[src/rtl/dot_product_accumulator_pkg.sv]
// dot_product_accumulator_pkg
// Shared definitions for the dot-product accumulator and the multiplier it follows.
// The default geometry constants live here so that the multiplier instance and
// the tag delay line are built from the same latency value.
package dot_product_accumulator_pkg;

    localparam int DEF_WIDTH       = 4;
    localparam int DEF_LEN         = 8;
    localparam int DEF_MUL_LATENCY = 3;

    typedef enum logic [1:0] {
        ST_IDLE  = 2'd0,
        ST_ACC   = 2'd1,
        ST_DRAIN = 2'd2,
        ST_HOLD  = 2'd3
    } state_e;

    // Ceiling log2, usable in parameter expressions.
    function automatic int clog2(input int value);
        int res;
        res = 0;
        while ((1 << res) < value) begin
            res = res + 1;
        end
        return res;
    endfunction

endpackage

[src/rtl/dot_product_accumulator_tag_delay.sv]
// tag_delay
// DEPTH-stage shift register carrying the {valid, last} tag of each operand pair
// so that it emerges in the same cycle as the multiplier's product.
// Ports:
//   clk, rst_n            clock, asynchronous active-low reset (clears all tags)
//   in_valid, in_last     tag entering the line
//   out_valid, out_last   tag leaving the line after DEPTH clock edges
module tag_delay #(
    parameter int DEPTH = 3
) (
    input  logic clk,
    input  logic rst_n,
    input  logic in_valid,
    input  logic in_last,
    output logic out_valid,
    output logic out_last
);

    logic [DEPTH-1:0] vld_q, vld_d;
    logic [DEPTH-1:0] lst_q, lst_d;

    // Next-state of the shift line: stage 0 takes the new tag, others shift up.
    always_comb begin
        vld_d    = vld_q;
        lst_d    = lst_q;
        vld_d[0] = in_valid;
        lst_d[0] = in_last;
        for (int i = 1; i < DEPTH; i++) begin
            vld_d[i] = vld_q[i-1];
            lst_d[i] = lst_q[i-1];
        end
    end

    // Tag line registers.
    always_ff @(posedge clk or negedge rst_n) begin
        if (!rst_n) begin
            vld_q <= '0;
            lst_q <= '0;
        end else begin
            vld_q <= vld_d;
            lst_q <= lst_d;
        end
    end

    assign out_valid = vld_q[DEPTH-1];
    assign out_last  = lst_q[DEPTH-1];

endmodule

[src/rtl/dot_product_accumulator.sv]
// dot_product_accumulator
// Tags operand pairs issued to a fixed-latency pipelined multiplier, accumulates
// the matching products into a dot-product sum and returns one result per vector
// over a valid/ready handshake. Issue is throttled from the last element of a
// vector until the result has been taken, so only one vector is ever in flight.
// Ports:
//   clk, rst_n                 clock, asynchronous active-low reset
//   in_valid, in_last          operand pair issued / final element of the vector
//   in_ready                   upstream may issue (decoded from state)
//   prod                       multiplier product, MUL_LATENCY edges after issue
//   out_valid, out_ready       result handshake
//   out_sum                    dot-product sum modulo 2^ACC_WIDTH
//   out_count                  element count, saturating
//   len_err                    vector was longer than LEN
module dot_product_accumulator
    import dot_product_accumulator_pkg::*;
#(
    parameter int WIDTH       = DEF_WIDTH,
    parameter int LEN         = DEF_LEN,
    parameter int MUL_LATENCY = DEF_MUL_LATENCY,
    parameter int ACC_WIDTH   = 2*WIDTH + clog2(LEN),
    parameter int CNT_WIDTH   = clog2(LEN) + 1
) (
    input  logic                 clk,
    input  logic                 rst_n,
    input  logic                 in_valid,
    input  logic                 in_last,
    output logic                 in_ready,
    input  logic [2*WIDTH-1:0]   prod,
    output logic                 out_valid,
    input  logic                 out_ready,
    output logic [ACC_WIDTH-1:0] out_sum,
    output logic [CNT_WIDTH-1:0] out_count,
    output logic                 len_err
);

    state_e               state_q, state_d;
    logic [ACC_WIDTH-1:0] acc_q, acc_d;
    logic [CNT_WIDTH-1:0] cnt_q, cnt_d;
    logic                 first_q, first_d;
    logic [ACC_WIDTH-1:0] out_sum_q, out_sum_d;
    logic [CNT_WIDTH-1:0] out_count_q, out_count_d;
    logic                 len_err_q, len_err_d;
    logic                 out_valid_q, out_valid_d;
    logic                 accept_s;
    logic                 tag_valid_s;
    logic                 tag_last_s;

    assign in_ready = (state_q == ST_IDLE) || (state_q == ST_ACC);
    assign accept_s = in_valid && in_ready;

    tag_delay #(
        .DEPTH(MUL_LATENCY)
    ) u_tag_delay (
        .clk       (clk),
        .rst_n     (rst_n),
        .in_valid  (accept_s),
        .in_last   (in_last && accept_s),
        .out_valid (tag_valid_s),
        .out_last  (tag_last_s)
    );

    // Accumulator and counter update on tagged products; bubbles hold.
    always_comb begin
        acc_d   = acc_q;
        cnt_d   = cnt_q;
        first_d = first_q;
        if (tag_valid_s) begin
            if (first_q) begin
                acc_d = ACC_WIDTH'(prod);
                cnt_d = CNT_WIDTH'(1);
            end else begin
                acc_d = acc_q + ACC_WIDTH'(prod);
                if (cnt_q == {CNT_WIDTH{1'b1}}) begin
                    cnt_d = cnt_q;
                end else begin
                    cnt_d = cnt_q + CNT_WIDTH'(1);
                end
            end
            first_d = 1'b0;
        end else if ((state_q == ST_HOLD) && out_ready) begin
            // Next tagged product starts a fresh vector.
            first_d = 1'b1;
        end else begin
            first_d = first_q;
        end
    end

    // Control FSM and capture of the finished result.
    always_comb begin
        state_d     = state_q;
        out_sum_d   = out_sum_q;
        out_count_d = out_count_q;
        len_err_d   = len_err_q;
        case (state_q)
            ST_IDLE: begin
                if (accept_s) begin
                    state_d = in_last ? ST_DRAIN : ST_ACC;
                end else begin
                    state_d = ST_IDLE;
                end
            end
            ST_ACC: begin
                if (accept_s && in_last) begin
                    state_d = ST_DRAIN;
                end else begin
                    state_d = ST_ACC;
                end
            end
            ST_DRAIN: begin
                if (tag_valid_s && tag_last_s) begin
                    state_d     = ST_HOLD;
                    out_sum_d   = acc_d;
                    out_count_d = cnt_d;
                    len_err_d   = (cnt_d > CNT_WIDTH'(LEN));
                end else begin
                    state_d = ST_DRAIN;
                end
            end
            ST_HOLD: begin
                if (out_ready) begin
                    state_d = ST_IDLE;
                end else begin
                    state_d = ST_HOLD;
                end
            end
            default: begin
                state_d = ST_IDLE;
            end
        endcase
        out_valid_d = (state_d == ST_HOLD);
    end

    // State, datapath and output registers.
    always_ff @(posedge clk or negedge rst_n) begin
        if (!rst_n) begin
            state_q     <= ST_IDLE;
            acc_q       <= '0;
            cnt_q       <= '0;
            first_q     <= 1'b1;
            out_sum_q   <= '0;
            out_count_q <= '0;
            len_err_q   <= 1'b0;
            out_valid_q <= 1'b0;
        end else begin
            state_q     <= state_d;
            acc_q       <= acc_d;
            cnt_q       <= cnt_d;
            first_q     <= first_d;
            out_sum_q   <= out_sum_d;
            out_count_q <= out_count_d;
            len_err_q   <= len_err_d;
            out_valid_q <= out_valid_d;
        end
    end

    assign out_valid = out_valid_q;
    assign out_sum   = out_sum_q;
    assign out_count = out_count_q;
    assign len_err   = len_err_q;

endmodule

[config.mk]
export PLATFORM = sky130hd
export DESIGN_NAME = dot_product_accumulator
export DESIGN_NICKNAME = d
export VERILOG_FILES = /design/src/rtl/dot_product_accumulator_pkg.sv /design/src/rtl/dot_product_accumulator_tag_delay.sv /design/src/rtl/dot_product_accumulator.sv
export SDC_FILE = /design/constraint.sdc
export NUM_CORES = 1
export LEC_CHECK = 0
export ABC_CLOCK_PERIOD_IN_PS = 4290
export CORE_MARGIN = 2
export CORE_UTILIZATION = 30
export DETAILED_ROUTE_END_ITERATION = 10
export PLACE_DENSITY_LB_ADDON = 0.15
export REMOVE_ABC_BUFFERS = 1
export SYNTH_ARGS = -nofsm -noshare
export SYNTH_HDL_FRONTEND = slang
export SYNTH_SLANG_ARGS = --single-unit
export TNS_END_PERCENT = 5
[constraint.sdc]
create_clock -name clk -period 4.29 [get_ports clk]
set_input_delay 1.287 -clock clk [delete_from_list [all_inputs] [get_ports clk]]
set_output_delay 1.287 -clock clk [all_outputs]
set_load 0.02 [all_outputs]
# Word-level counts from Yosys, hierarchy flattened
# Cells that the tools add are included.
# totals
register_bits,41
latchBits,0
ram_bits,0
mem_bits_ro,0
input_bits,13
output_inout_bits,18
wordCells,39
memories,0
# classes
add_sub_neg,2
multipliers,0
n_div,0
n_lt_le_gt_ge,1
n_eq_ne,5
n_shift,0
muxes,13
bitwise,0
reduce_logical,8
# op_table
op,n
11-bit two-way mux,2
4-bit two-way mux,3
11-bit by 8-bit adder with 11-bit output,1
2-bit two-way mux,4
2-bit case mux with 4 select lines,1
"2-bit equality test, second input constant",3
"4-bit by 1-bit adder with 4-bit output, second input constant",1
"4-bit equality test, second input constant",1
"4-bit > comparator, second input constant",1
1-bit logical AND,4
1-bit two-way mux,3
"2-bit by 1-bit equality test with 1-bit output, second input constant",1
2-bit logical NOT,1
2-bit AND reduction,1
2-bit nonzero test,1
1-bit logical OR,1

# Depth between registers and ports, before layout
# Gate-level depths: netlist of the first run.
# logic_depth
word_depth,7
ltp_mapped,9
mapped_depth_nobuf,9

# Hierarchy
# A second synthesis of the first run with hierarchy kept.
# hier_totals
cells_unflattened,214
hier_area_um2,2139.6
# by_module_without_submodules
module,instances,cells_each,area_each_um2,seq_area_each_um2
dot_product_accumulator,1,208,1989.4,877.1
tag_delay,1,6,150.1,150.1

# Least setup slack after synthesis of the first run
# OpenSTA, ideal clock, no wires.
# synth_path
path_kind,in2reg
startpoint,input prod[0]
endpoint,"register out_sum_q[6], in the netlist out_sum[6]"
setup_ns,0.125
arrival_ns,2.852
t_required_ns,4.165
path_slack_ns,1.314
cell_stages,9
path_buffers,0
cell_sequence,ha_1 inv_1 fa_1 nor2b_4 o2111ai_1 nand2_1 xor2_1 a221o_1 mux2_2
# synth_between
elab_chain_cells,3
# synth_rtl
item,line_no,rtl
from (decl),dot_product_accumulator.sv:29,"input logic [2*WIDTH-1:0] prod,"
11-bit by 8-bit adder with 11-bit output,dot_product_accumulator.sv:73,acc_d = acc_q + ACC_WIDTH'(prod);
11-bit two-way mux,dot_product_accumulator.sv:69,if (first_q) begin
11-bit two-way mux,dot_product_accumulator.sv:68,if (tag_valid_s) begin
net acc_d[6],dot_product_accumulator.sv:38,"logic [ACC_WIDTH-1:0] acc_q, acc_d;"
to (signal assigned),dot_product_accumulator.sv:150,out_sum_q <= out_sum_d;
to (decl),dot_product_accumulator.sv:41,"logic [ACC_WIDTH-1:0] out_sum_q, out_sum_d;"
# The timed path passes the listed nets, and every way through them passes these cells.
# A chain may end at the register's enable or synchronous reset.

# Final worst setup path of the first run
# layout_path
startpoint,input prod[0]
endpoint,"register out_sum_q[8], in the netlist out_sum[8]"
# layout_between
elab_chain_cells,3
# layout_rtl
item,line_no
11-bit by 8-bit adder with 11-bit output,dot_product_accumulator.sv:73
11-bit two-way mux,dot_product_accumulator.sv:69
11-bit two-way mux,dot_product_accumulator.sv:68
# No other way between the ends.

==> impl_metrics.tcl, run 1 <==
set metrics [dict create \
    status "complete, no violations" \
    cp_top_family "compound AO/OA/AOI/OAI gates" \
    placed_cell_area_sq_um 2430 \
    dieWidth_microns 86.9 \
    cp.required_ns 4.48 \
    fmax_ghz 0.303 \
    ys_warn_count 0 \
    cts.sinks 41 \
    ys.flop_type "dfrtp_1" \
    drt-pass1-iter-count 3 \
    cts_htree_levels 2 \
    setup-tns-final_ns 0 \
    cts_buffers 5 \
    overflow 0 \
    syn_to_final_growth_pct 23.3 \
    synth.distinct_cells 39 \
    grtUsageMet3_pct 3.13 \
    hold_viol 0 \
    post_cts_buffers 0 \
    hold_buffers 0 \
    diodes 0 \
    endpoint_kind "register" \
    placedCellCount 302 \
    critPathMaxFanout 4 \
    worstSetupPathType "in2reg" \
    synthTopCellsByArea "dfrtp_1 49%, ha_1 5.5%, a21oi_1 4.6%" \
    vias 1476 \
    path_clk_slew_ns 0.08 \
    grtUsageTotal_pct 11.8 \
    fin_crit_sh_pct 76.9 \
    drive_gt1_share_pct 9.13 \
    relSlewSlack_pct 38.5 \
    min_period_ns 3.30 \
    routabilityCongestion 0.779 \
    p_total_uw 1850 \
    io_buffers 30 \
    synth_top_area_cell "dfrtp_1" \
    grt_pass1_wl_microns 7020 \
    synth_seq_area_share_pct 49.8 \
    path_cells "clkdlybuf4s50_1 -> ha_1 -> inv_1 -> fa_1 -> nor2b_4 -> o2111ai_1 -> a21oi_1 -> nor2_1 -> xnor2_1 -> a22o_1" \
    holdCritPathClass "reg2reg" \
    viasPerCell 4.76 \
    drv_slew 0 \
    post_drt_wl_per_cell_microns 13.4 \
    yosys.cell_count.top_type "dfrtp_1" \
    drt_iter0_drc 47 \
    cp-start-kind "primary input" \
    rsz0062_at_grt "false" \
    drv_cap 0 \
    num_rows 30 \
    io_pins 31 \
    stdcell_area_sq_um 2540 \
    grt_use_met1_pct 15.3 \
    cpPeakStageDelay_ns 0.48 \
    use_met2_pct 19.3 \
    synth_cells 199 \
    critPathSlowestCell "clkdlybuf4s50_1" \
    ir_drop_uv 287 \
    cts.repair.resized 0 \
    clock_skew_ns 0.00693 \
    report.final.setup_viol 0 \
    ant_nets 0 \
    hpwlAfterDp_microns 2860 \
    cts_root_buf "clkbuf_8" \
    layoutNonFillerInstCount 310 \
    tightest_slew_ns 0.923 \
    ys_ff_latch 41 \
    p_per_area_nw_per_um2 727 \
    cts_tree "yes" \
    grt_antenna_before_repair 0 \
    cp.arrival_ns 3.48 \
    final_nets 252 \
    grt_max_degree 42 \
    clockBufferDepth 2 \
    clk-insertion-delay-late_ns 0.29 \
    grt_pass1_vias 1500 \
    wl_microns 4150 \
    async_flop_share_pct 100 \
    yosys.area.top_type_share_pct 48.6 \
    core_area_sq_um 6720 \
    dieArea_sq_um 7550 \
    gr-max-usage-layer "met2" \
    syn_area_per_cell_sq_um 10.4 \
    die_h_microns 86.9 \
    finish.utilization_pct 37.8 \
    synth_area_sq_um 2060 \
    synth_common_cells "40 x dfrtp_1, 19 x a21oi_1, 17 x nor2_1, 12 x inv_1, 11 x nand2_1" \
    synth-edff-count 0 \
    cp_num_buf_inv 2 \
    power_leakage_uw 0.00115 \
    initial_core_util_pct 30.7 \
    drcViolationCount 0 \
]
[area by class of cell]
| type | count | area, sq um |
|---|---|---|
| inverter | 12 | 45.0 |
| fill | 677 | 4180 |
| sequential | 41 | 1030 |
| clock inverter | 2 | 38.8 |
| timing repair buffer | 31 | 303 |
| multi-input combinational | 138 | 955 |
| tap | 80 | 100 |
| clock buffer | 6 | 72.6 |
[where the power goes]
group / internal (uW) / total (uW) / leakage (uW) / switching, uW
Sequential: 549 / 696 / 0.000497 / 147
Clock: 175 / 313 / 0.0000554 / 138
Combinational: 413 / 837 / 0.000598 / 425
Total: 1140 / 1850 / 0.00115 / 710
[cells in the final DEF, fill, tap and decap left out, types with 6 or more instances in the layout]
| cell | n |
|---|---|
| a21o_1 | 7 |
| a21oi_1 | 19 |
| clkdlybuf4s50_1 | 29 |
| dfrtp_1 | 40 |
| ha_1 | 9 |
| inv_1 | 12 |
| mux2_2 | 7 |
| mux2i_1 | 6 |
| nand2_1 | 11 |
| nand3_1 | 10 |
| nor2_1 | 17 |
[sequential cells by signal, indices dropped and copies added, names as in the netlist]
signal and flops:
out_count 4, cnt_q 4, out_valid 1, u_tag_delay.lst_q 3, len_err 1, out_sum 11
u_tag_delay.vld_q 3, first_q 1, state_q 2, acc_q 11
[metrics by stage]
stage / worst slack, ns / hold slack, ns
after detailed placement: 0.679 / 0.337
after global placement: 0.704 / 0.333
after CTS: 0.958 / 0.356
final: 0.993 / 0.353
after global routing: 0.860 / 0.364
after floorplan: 1.31 / 0.331
[logic make-up after synthesis]
group | count (synthesis) | synth area share [%]
xor+xnor | 7 | 2.98
simple gates | 57 | 14.1
flops | 41 | 49.8
mux | 13 | 6.74
fa+ha+maj | 10 | 6.44
compound gates | 51 | 16.0
buf+inv | 20 | 3.82
[final timing paths]
path | startpoint | end | slack, ns | cells past startpoint
worst max-delay path | prod[0] | out_sum[8]$_DFFE_PN0P_ | 0.99 | 10
worst min-delay path | u_tag_delay.lst_q[0]$_DFF_PN0_ | u_tag_delay.lst_q[1]$_DFF_PN0_ | 0.35 | 0
worst max register to register | u_tag_delay.vld_q[2]$_DFF_PN0_ | out_sum[10]$_DFFE_PN0P_ | 1.84 | 5
worst min register to register | u_tag_delay.lst_q[0]$_DFF_PN0_ | u_tag_delay.lst_q[1]$_DFF_PN0_ | 0.35 | 0
max in group asynchronous | rst_n | acc_q[4]$_DFF_PN0_ | 2.59 | 1
min in group asynchronous | rst_n | out_sum[6]$_DFFE_PN0P_ | 1.13 | 1
[per-layer routing]
layer,vias up,wire [microns]
li1,757,-
met1,690,2040
met2,23,1940
met3,6,120
met4,0,47
met5,-,0
Note: power is estimated with default switching activity, not from simulation.
==> run 2, diff against run 1 <==
Settings changed: ABC_CLOCK_PERIOD_IN_PS 4290 to 3290.
Clock period 4.29 ns to 3.29 ns, I/O delays scaled along.
==> run 2 against run 1 <==
Wire length shrank 2.6%. Sequential cell count is the same. Global-route usage grew 0.32 points. Final area grew 0.89%. Non-clock buffer count grew 3. Register-to-register slack lost 0.67 ns.
==> impl_metrics.tcl, run 2 (synthesized netlist as in run 1, its figures left out) <==
set metrics [dict create \
    diodes 0 \
    cts.sinks 41 \
    hold_path_depth 0 \
    ir_drop_uv 310 \
    report.final.setup_viol 0 \
    cts_tree "yes" \
    relSlewSlack_pct 39.9 \
    hpwlAfterDp_microns 2860 \
    cts.repair.resized 0 \
    hold_viol 0 \
    pwr-share-clk_pct 17.1 \
    routabilityCongestion 0.786 \
    swShare_pct 38.4 \
    setup_slack_ns 0.340 \
    dieWidth_microns 86.9 \
    holdCritPathClass "reg2reg" \
    drt-pass1-iter-count 4 \
    rr_worst_depth 9 \
    final_nets 255 \
    initial_core_util_pct 30.7 \
    cp-start-kind "primary input" \
    p_per_area_nw_per_um2 947 \
    cts_htree_levels 2 \
    reg2reg_from "acc_q[0]$_DFF_PN0_" \
    intPower_uw 1500 \
    hold_buffers 0 \
    syn_to_final_growth_pct 24.4 \
    grt_pass1_vias 1533 \
    cp.arrival_ns 3.14 \
    clock_skew_ns 0.00659 \
    post_drt_wl_per_cell_microns 12.9 \
    cp.required_ns 3.48 \
    p_total_uw 2430 \
    drv_cap 0 \
    drcViolationCount 0 \
    wl_microns 4050 \
    drv_slew 0 \
    viasPerCell 4.71 \
    cts_root_buf "clkbuf_8" \
    io_pins 31 \
    p_sw_uw 932 \
    grtUsageTotal_pct 12.1 \
    grt_antenna_before_repair 0 \
    fin_crit_sh_pct 89.7 \
    drive_gt1_share_pct 10.3 \
    dieArea_sq_um 7550 \
    core_area_sq_um 6720 \
    endpoint_kind "register" \
    critPathMaxFanout 2 \
    nFillCells 689 \
    grt_max_degree 42 \
    seqPwrFrac_pct 37.4 \
    fmax_ghz 0.339 \
    setup-tns-final_ns 0 \
    min_period_ns 2.95 \
    io_buffers 30 \
    vias 1475 \
    worstHoldStart "u_tag_delay.vld_q[1]$_DFF_PN0_" \
    rsz0062_at_grt "false" \
    die_h_microns 86.9 \
    layout_common_cells "40 x dfrtp_1, 29 x clkdlybuf4s50_1, 19 x a21oi_1" \
    ant_nets 0 \
    drt_iter0_drc 41 \
    status "complete, no violations" \
    num_rows 30 \
    place_worst_setup_slack_ns 0.00557 \
    path_clk_slew_ns 0.09 \
    combPwrFrac_pct 45.6 \
    overflow 0 \
    tightest_slew_ns 0.901 \
    cts_buffers 5 \
    power_leakage_uw 0.00116 \
    clockBufferDepth 2 \
    worstSetupPathType "in2reg" \
    post_cts_buffers 0 \
    clk-insertion-delay-late_ns 0.30 \
    layout_commonest_cell "dfrtp_1" \
    grt_pass1_wl_microns 7220 \
    crit_start "prod[0]" \
]
==> run 2: stage by stage <==
stage	cell area [sq um]	utilization (%)	hold WS, ns	cells
floorplan	2030	-	0.331	191
global placement	2450	36.5	0.333	305
detailed placement	2450	36.5	0.335	305
CTS	2560	38.2	0.358	313
global route	2560	38.2	0.364	313
finish	2560	38.2	0.357	313
==> run 2: per-layer routing <==
metal	up-vias	share of wire, %	GRT usage [%]
met5	-	0	0
met4	0	1.1	3.69
met3	7	3.7	3.32
met2	23	46	19.0
met1	679	49	16.3
li1	766	-	-
==> run 2: power by group through the flow <==
stage                     sequential [uW]  clock (uW)  combinational (uW)
final                                 907         414                1110
after floorplan                       981           0                 668
after CTS                             912         425                1120
after global routing                  946         448                1250
after global placement                924           0                1110
after detailed placement              922           0                1120
==> run 2: critical path, stage by stage <==
cell             delay (ns)
clkdlybuf4s50_1        0.48
ha_1                   0.17
inv_1                  0.06
fa_1                   0.41
nor2b_4                0.13
o2111ai_1              0.13
nand2_1                0.10
xor2_1                 0.06
a221o_1                0.33
mux2_2                 0.26
==> run 2: final timing paths <==
path	slack, ns	endpoint
setup / recovery	0.34	out_sum[6]$_DFFE_PN0P_
hold / removal	0.36	u_tag_delay.vld_q[2]$_DFF_PN0_
setup reg to reg	1.17	out_sum[6]$_DFFE_PN0P_
hold reg to reg	0.36	u_tag_delay.vld_q[2]$_DFF_PN0_
max in group asynchronous	1.91	acc_q[7]$_DFF_PN0_
min in group asynchronous	0.82	out_sum[2]$_DFFE_PN0P_
==> run 2: area by class of cell <==
class	instances	area, sq um	share of cell area [%]
flip-flops and latches	41	1030	40.1
multi-input cells	138	955	37.2
repair buffers	34	325	12.7
well taps	80	100	3.90
clock buffers	6	72.6	2.83
inverters	12	45.0	1.76
clock inverters	2	38.8	1.51
==> run 3, diff against run 2 <==
Settings changed: CTS_CLUSTER_DIAMETER from default to 60.
==> results of run 3 <==
Final layout, timing and power as in run 2 (identical DEF).
